**src/rtl/mem_arb_pkg.sv**
```systemverilog
// Shared types and default widths for the unified memory-port arbiter.
//   state_e : transaction sequencer states (IDLE arbitrate, ACC request, RSP wait)
//   owner_e : owner of the in-flight transaction, also the steering-mux select
package mem_arb_pkg;

  typedef enum logic [1:0] {
    IDLE = 2'd0,
    ACC  = 2'd1,
    RSP  = 2'd2
  } state_e;

  typedef enum logic {
    OWN_IF = 1'b0,
    OWN_D  = 1'b1
  } owner_e;

  localparam int ADDR_W_DEF = 32;
  localparam int DATA_W_DEF = 32;

endpackage

```
**src/rtl/mem_port_arbiter_mux.sv**
```systemverilog
// Parameterised 2:1 mux.
//   sel : 0 selects in0, 1 selects in1
//   in0 : first operand  (Imlength bits)
//   in1 : second operand (Imlength bits)
//   out : selected operand
module mem_port_arbiter_mux #(
  parameter int Imlength = 32
) (
  input  logic                sel,
  input  logic [Imlength-1:0] in0,
  input  logic [Imlength-1:0] in1,
  output logic [Imlength-1:0] out
);

  assign out = sel ? in1 : in0;

endmodule

```
**src/rtl/mem_port_arbiter.sv**
```systemverilog
// Shares a single memory port between instruction fetch (IF) and the data
// stage (D). Arbitrates in IDLE, captures the winner's request into the mem_*
// registers, holds mem_req until the memory accepts, then waits for the
// response and routes it back to the owner with a one-cycle rvalid pulse.
// Ports:
//   clk, rst_n                     : clock, asynchronous active-low reset
//   if_req/if_addr                 : fetch request in
//   if_gnt/if_rvalid/if_rdata      : fetch grant pulse, response pulse, data
//   d_req/d_we/d_addr/d_wdata/d_be : data request in (load or store)
//   d_gnt/d_rvalid/d_rdata         : data grant pulse, completion pulse, data
//   mem_req/mem_we/mem_addr/mem_wdata/mem_be : captured request to memory
//   mem_ready/mem_rvalid/mem_rdata : memory accept, completion, read data
//   owner_sel                      : registered owner (0 = IF, 1 = D)
module mem_port_arbiter
  import mem_arb_pkg::*;
#(
  parameter int ADDR_W       = ADDR_W_DEF,
  parameter int DATA_W       = DATA_W_DEF,
  parameter int MAX_D_STREAK = 4
) (
  input  logic                clk,
  input  logic                rst_n,
  input  logic                if_req,
  input  logic [ADDR_W-1:0]   if_addr,
  output logic                if_gnt,
  output logic                if_rvalid,
  output logic [DATA_W-1:0]   if_rdata,
  input  logic                d_req,
  input  logic                d_we,
  input  logic [ADDR_W-1:0]   d_addr,
  input  logic [DATA_W-1:0]   d_wdata,
  input  logic [DATA_W/8-1:0] d_be,
  output logic                d_gnt,
  output logic                d_rvalid,
  output logic [DATA_W-1:0]   d_rdata,
  output logic                mem_req,
  output logic                mem_we,
  output logic [ADDR_W-1:0]   mem_addr,
  output logic [DATA_W-1:0]   mem_wdata,
  output logic [DATA_W/8-1:0] mem_be,
  input  logic                mem_ready,
  input  logic                mem_rvalid,
  input  logic [DATA_W-1:0]   mem_rdata,
  output logic                owner_sel
);

  localparam int BE_W = DATA_W / 8;
  localparam logic [3:0] MAX_STREAK = 4'(MAX_D_STREAK);

  state_e              state_reg, state_next;
  owner_e              owner_reg;
  logic [3:0]          d_streak_reg;
  logic                grant_if, grant_d;
  logic [ADDR_W-1:0]   addr_sel;
  logic [ADDR_W-1:0]   addr_reg;
  logic                we_reg;
  logic [DATA_W-1:0]   wdata_reg;
  logic [BE_W-1:0]     be_reg;
  logic [DATA_W-1:0]   if_rdata_reg, d_rdata_reg;
  logic                if_rvalid_reg, d_rvalid_reg;

  // Arbitration and next state. D wins contention until it has taken
  // MAX_D_STREAK contested grants in a row, then IF is forced through.
  always_comb begin
    grant_if   = 1'b0;
    grant_d    = 1'b0;
    state_next = state_reg;
    case (state_reg)
      IDLE: begin
        if (d_req && (!if_req || d_streak_reg != MAX_STREAK)) begin
          grant_d = 1'b1;
        end else if (if_req) begin
          grant_if = 1'b1;
        end
        if (grant_if || grant_d) begin
          state_next = ACC;
        end
      end
      ACC: begin
        if (mem_ready) begin
          state_next = RSP;
        end
      end
      RSP: begin
        if (mem_rvalid) begin
          state_next = IDLE;
        end
      end
      default: state_next = IDLE;
    endcase
  end

  // Address steering into the capture register follows the winner.
  mem_port_arbiter_mux #(
    .Imlength(ADDR_W)
  ) u_addr_mux (
    .sel(grant_d),
    .in0(if_addr),
    .in1(d_addr),
    .out(addr_sel)
  );

  always_ff @(posedge clk or negedge rst_n) begin
    if (!rst_n) begin
      state_reg     <= IDLE;
      owner_reg     <= OWN_IF;
      d_streak_reg  <= '0;
      addr_reg      <= '0;
      we_reg        <= 1'b0;
      wdata_reg     <= '0;
      be_reg        <= '0;
      if_rdata_reg  <= '0;
      d_rdata_reg   <= '0;
      if_rvalid_reg <= 1'b0;
      d_rvalid_reg  <= 1'b0;
    end else begin
      state_reg     <= state_next;
      if_rvalid_reg <= 1'b0;
      d_rvalid_reg  <= 1'b0;

      if (grant_if || grant_d) begin
        owner_reg <= grant_d ? OWN_D : OWN_IF;
        addr_reg  <= addr_sel;
        we_reg    <= grant_d & d_we;
        // Only stores use the requester's byte enables; every read is full width.
        be_reg    <= (grant_d && d_we) ? d_be : '1;
        if (grant_d) begin
          wdata_reg <= d_wdata;
        end
      end

      if (grant_if) begin
        d_streak_reg <= '0;
      end else if (grant_d && if_req && d_streak_reg < MAX_STREAK) begin
        d_streak_reg <= d_streak_reg + 4'd1;
      end

      // Response is accepted only in RSP; stray mem_rvalid elsewhere is dropped.
      if (state_reg == RSP && mem_rvalid) begin
        if (owner_reg == OWN_D) begin
          d_rdata_reg  <= mem_rdata;
          d_rvalid_reg <= 1'b1;
        end else begin
          if_rdata_reg  <= mem_rdata;
          if_rvalid_reg <= 1'b1;
        end
      end
    end
  end

  assign if_gnt    = grant_if;
  assign d_gnt     = grant_d;
  assign if_rvalid = if_rvalid_reg;
  assign d_rvalid  = d_rvalid_reg;
  assign if_rdata  = if_rdata_reg;
  assign d_rdata   = d_rdata_reg;
  assign mem_req   = (state_reg == ACC);
  assign mem_we    = we_reg;
  assign mem_addr  = addr_reg;
  assign mem_wdata = wdata_reg;
  assign mem_be    = be_reg;
  assign owner_sel = owner_reg;

endmodule

```
**config.mk**
```make
export PLATFORM = sky130hd
export DESIGN_NAME = mem_port_arbiter
export DESIGN_NICKNAME = d
export VERILOG_FILES = /design/src/rtl/mem_arb_pkg.sv /design/src/rtl/mem_port_arbiter_mux.sv /design/src/rtl/mem_port_arbiter.sv
export SDC_FILE = /design/constraint.sdc
export NUM_CORES = 1
export LEC_CHECK = 0
export CORE_MARGIN = 1
export CORE_UTILIZATION = 51
export CTS_CLUSTER_DIAMETER = 100
export CTS_CLUSTER_SIZE = 24
export DETAILED_ROUTE_END_ITERATION = 12
export DONT_BUFFER_PORTS = 1
export PLACE_DENSITY = 0.76
export SKIP_CTS_REPAIR_TIMING = 1
export SLEW_MARGIN = 20
export SYNTH_ARGS = -nofsm -noshare
export SYNTH_HDL_FRONTEND = slang
export SYNTH_HIERARCHICAL = 1
export SYNTH_SLANG_ARGS = --single-unit
export TNS_END_PERCENT = 5
```
**constraint.sdc**
```tcl
create_clock -name clk -period 5.1 [get_ports clk]
set_input_delay 1.275 -clock clk [delete_from_list [all_inputs] [get_ports clk]]
set_output_delay 1.275 -clock clk [all_outputs]
set_load 0.02 [all_outputs]
```
# Yosys cells after proc, flatten, opt, wreduce, memory -nomap -nowiden
# Index checks and enable logic that the tools add are counted.
# word_totals
ff_bits	142
elab_cells	56
out_inout_bits	139
input_bits	139
# op_classes
n_lt_le_gt_ge	1
n_bitwise	2
muxes	20
eq_ne	6
n_reduce_logical	15
addsub	1
# ops
op	n
$mux 32	1
$mux 1	12
$mux 4	3
$mux 2	3
$pmux 2 s3	1
$reduce_and 2->1	3
$logic_and 1x1->1	5
$add 4x1->4 const B	1
$lt 4x3->1 const B	1
$ne 2x2->1 const B	2
$ne 4x3->1 const B	1
$logic_or 1x1->1	3
$reduce_and 3->1	1
$eq 2x1->1 const B	1
$eq 2x2->1 const B	1
$logic_not 2->1	1
$ne 2x1->1 const B	1
$reduce_bool 2->1	1
$and 1x1->1	1
$logic_not 1->1	1
$not 1->1	1

# Depth between registers and ports, before layout
# logic_depth
word_depth	10
mapped_depth	10
depth_no_buf	6

# By module
# The synthesis kept the hierarchy.
# modules_own_cells
module	seq_area_each_um2	cells_per_inst	area_per_inst_um2	n_inst
mem_port_arbiter	3553.4	326	5512.8	1
mem_port_arbiter_mux	0.0	36	544.3	1

# Worst setup path before layout
# No wires, ideal clock.
# synth_path
kind	input port to output port
startpoint	input port if_req
endpoint	output port if_gnt
required_time_ns	3.825
path_slack_ns	1.702
stages	2
path_buffers	0
arrival_time_ns	2.123
cell_sequence	or3b_2 > a21oi_1
# synth_via
elab_chain_len	6
elab_cells_between_ends	7
cone_classes	mux: 4; reduce/logical: 3
# synth_rtl
item	line_no	text
start, declared	mem_port_arbiter.sv:23	input logic if_req,
$logic_not 1->1	mem_port_arbiter.sv:70	if (d_req && (!if_req || d_streak_reg != MAX_STREAK)) begin
$logic_or 1x1->1	mem_port_arbiter.sv:70	
$logic_and 1x1->1	mem_port_arbiter.sv:70	
$mux 1 (*)	mem_port_arbiter.sv:70	
$mux 1 (*) (2 in a row)	mem_port_arbiter.sv:68	case (state_reg)
end, declared	mem_port_arbiter.sv:25	output logic if_gnt,
# Every way passes the cells marked *; elsewhere a longest branch is shown, timed or not. The select of a mux whose other input is x is not followed.

# Final worst setup path
# Same ends and word-level chain as after synthesis.

==> run metrics <==
count leader, synth dfrtp_1; synthesized area 0.00606 mm2; final count of hold timing violations 0; Commonest cells post-synth dfrtp_1, mux2_2, mux2_4; min cycle time layout 3510 ps; share of cells above drive strength 1 0.520; initial core utilization 0.526; crit path cell chain or3b_2, a21oi_1; most common flop cell mapped by yosys dfrtp_1; root buf cell clkbuf_16; Worst Setup End Kind primary output; port bufs 0; die width 111 um; Slowest Stage Delay on Critical Path 490 ps; nets@finish 506; post-synth top area share 0.587; r2r endpoint mem_addr[30]; HPWL Detailed between 8000 and 9000 um; Pint ~3.3 mW; switching power about 1.9 mW; worst hold path type flop to flop; delay-heaviest family, CP compound AO/OA/AOI/OAI gates; I/O pin cnt around 280; largest cells by area after synthesis dfrtp_1, mux2_2, mux2_4; Post-Synth Adder-Cell Area 0.00413; Post-synth EDFFs 0; DR vias 3033; Slowest cell on crit path a21oi_1; hold path depth 1; H-tree depth 4; Worst VDD drop 0.365 mV; Worst R2R Start d_streak_reg[0]; Final Slew Violations 0; M3 GR Usage 0.0744; XOR/XNOR Fraction of Synth Area 0; Synth Area in Simple Gates 0.0198; Fillers 889; flops & latches, synth around 140; Syn Area/Cell 16.7 um2; RSZ-0062 raised after global routing no; Cell variety after synth 31; LEAKAGE ~3.0 nW; vias in the first global route 3346; row count 39; DR iter-0 viols 223; Power Dens Cells slightly below 800 mW/mm2; worst skew pair latency just over 400 ps; Gate Count Post-Synth 362; Max Freq roughly 0.29 GHz; Net Count, Synth between 500 and 600; WL final between 10000 and 15000 um; Area growth syn-to-layout 10.9%; complex-gate fraction of the synthesized area 0.0188; WP data required approximately 3800 ps; first-pass GRT wire length 18500 um; reported max-cap violation count 0; Reg clk slew, reported paths around 60 ps; Arr. time, crit path 2230 ps; CP Class input port to primary output; sequential-to-total area share from yosys stat 0.587; Final Wtd Congestion 0.768; failing checks design-rule violations; Switching Fraction 0.370; largest net degree at the start of global routing about 140; skew final 8.31 ps; GR Util met1 0.221; Cell Area, Placed approximately 0.0061 mm2; Num CTS Buffers 17; final setup fails 0; largest family of logic cells by synthesized area multiplexers; HP Start d_streak_reg[0]; grt ovf 0; Yosys top cell by area dfrtp_1; Clk pwr share 0.259; Remaining DRCs 34; FF-to-FF path depth 7; router iterations before antenna repair 8; sequential group share of total power 0.528; worst reg2reg setup slack roughly 2300 ps; TNS Setup 0 ps; post-synthesis mux area share 0.333; Design Area, Final between 0.006 and 0.007 mm2; startpoint types input port; clock tree buffer depth 2; met2 Use GR 0.337; antenna violations before repair 0; ANT nets after route 0; transition time at the pin with the least slew margin slightly above 900 ps; clock tree from TritonCTS done; CP bufs+invs 0; clk sinks 142; final worst path period share 0.687; WHS Endpoint d_streak_reg[0]; status complete, but fails checks; Antenna Cells 0; vias per cell 5.83; Most Crowded Layer GR met2; ys async rst share 1.00; CP max FO 7; CORE AREA 0.0115 mm2; Vert. Die Dim 111 um; Avg WL per Cell about 22 um; die area 0.0123 mm2; Combinational Power Share 0.213; Rel. slew slack 0.396; GRT Resource Usage Total 0.199; Warnings, synthesis 6
## placed cells by master (no fill, tap or decap)
cell	instances
o22a_1	4
mux2_1	2
nor3b_1	1
and3_4	1
a41oi_1	1
o211ai_1	2
a21oi_1	1
a21o_1	1
or3b_2	1
nor2b_1	2
dfrtp_1	142
nand4_1	2
nor3b_4	1
clkbuf_16	17
inv_6	2
clkinv_2	1
o21ai_0	3
mux2_4	58
nand2b_1	2
clkinv_4	4
inv_1	5
clkbuf_8	2
nor3_1	1
buf_4	3
mux2_2	100
nand2_1	1
a31oi_1	2
ha_1	2
nand4b_1	2
bufinv_16	5
o21a_2	1
nor2_1	4
a211oi_1	1
## worst max-delay path by stage
stage,startpoint,endpoint,slack (ps),cells past startpoint
after floorplan,if_req,if_gnt,1700,2
after global placement,if_req,if_gnt,1610,2
after detailed placement,if_req,if_gnt,1590,2
after CTS,if_req,if_gnt,1590,2
after global routing,if_req,if_gnt,1540,2
final,if_req,if_gnt,1590,2
## stage by stage
stage	utilization	hold slack [ps]	setup slack [ps]	power, mW	instances
floorplan	-	478	1700	3.71	362
global placement	0.526	501	1610	3.84	489
detailed placement	0.526	514	1590	3.91	489
CTS	0.583	529	1590	5.30	520
global route	0.583	533	1540	5.48	520
finish	0.583	535	1590	5.24	520
## layout make-up
class | count | area, um2 | area share
Clock inverter | 12 | 208 | 0.0309
Inverter | 5 | 18.8 | 0.00279
Clock buffer | 19 | 453 | 0.0674
Tap cell | 143 | 179 | 0.0266
Multi-Input combinational cell | 196 | 2280 | 0.340
Sequential cell | 142 | 3550 | 0.529
Timing Repair Buffer | 3 | 22.5 | 0.00335
## metal layers
metal  share of wire  vias to the layer above  wire, um
met4           0.016                        0       180
met1            0.36                     1526      4160
met2            0.52                      177      6040
met3            0.10                       15      1170
met5               0                        -         0
li1                -                     1315         -
## power by group through the flow
stage | clock network, mW | logic [mW] | registers (mW)
6_report | 1.36 | 1.12 | 2.77
3_5_place_dp | 0 | 1.13 | 2.78
3_3_place_gp | 0 | 1.07 | 2.77
5_1_grt | 1.43 | 1.21 | 2.83
2_1_floorplan | 0 | 1.08 | 2.63
4_1_cts | 1.39 | 1.13 | 2.78
## logic make-up (layout without fill, tap and decap cells)
logic type               Yosys count  after routing
AND/OR/NAND/NOR                   18             18
AO/OA/AOI/OAI                     16             16
multiplexers                     160            160
adder cells (fa/ha/maj)            2              2
flip-flops                       142            142
buffers and inverters             24             39
Note: power is estimated with default switching activity, not from simulation.
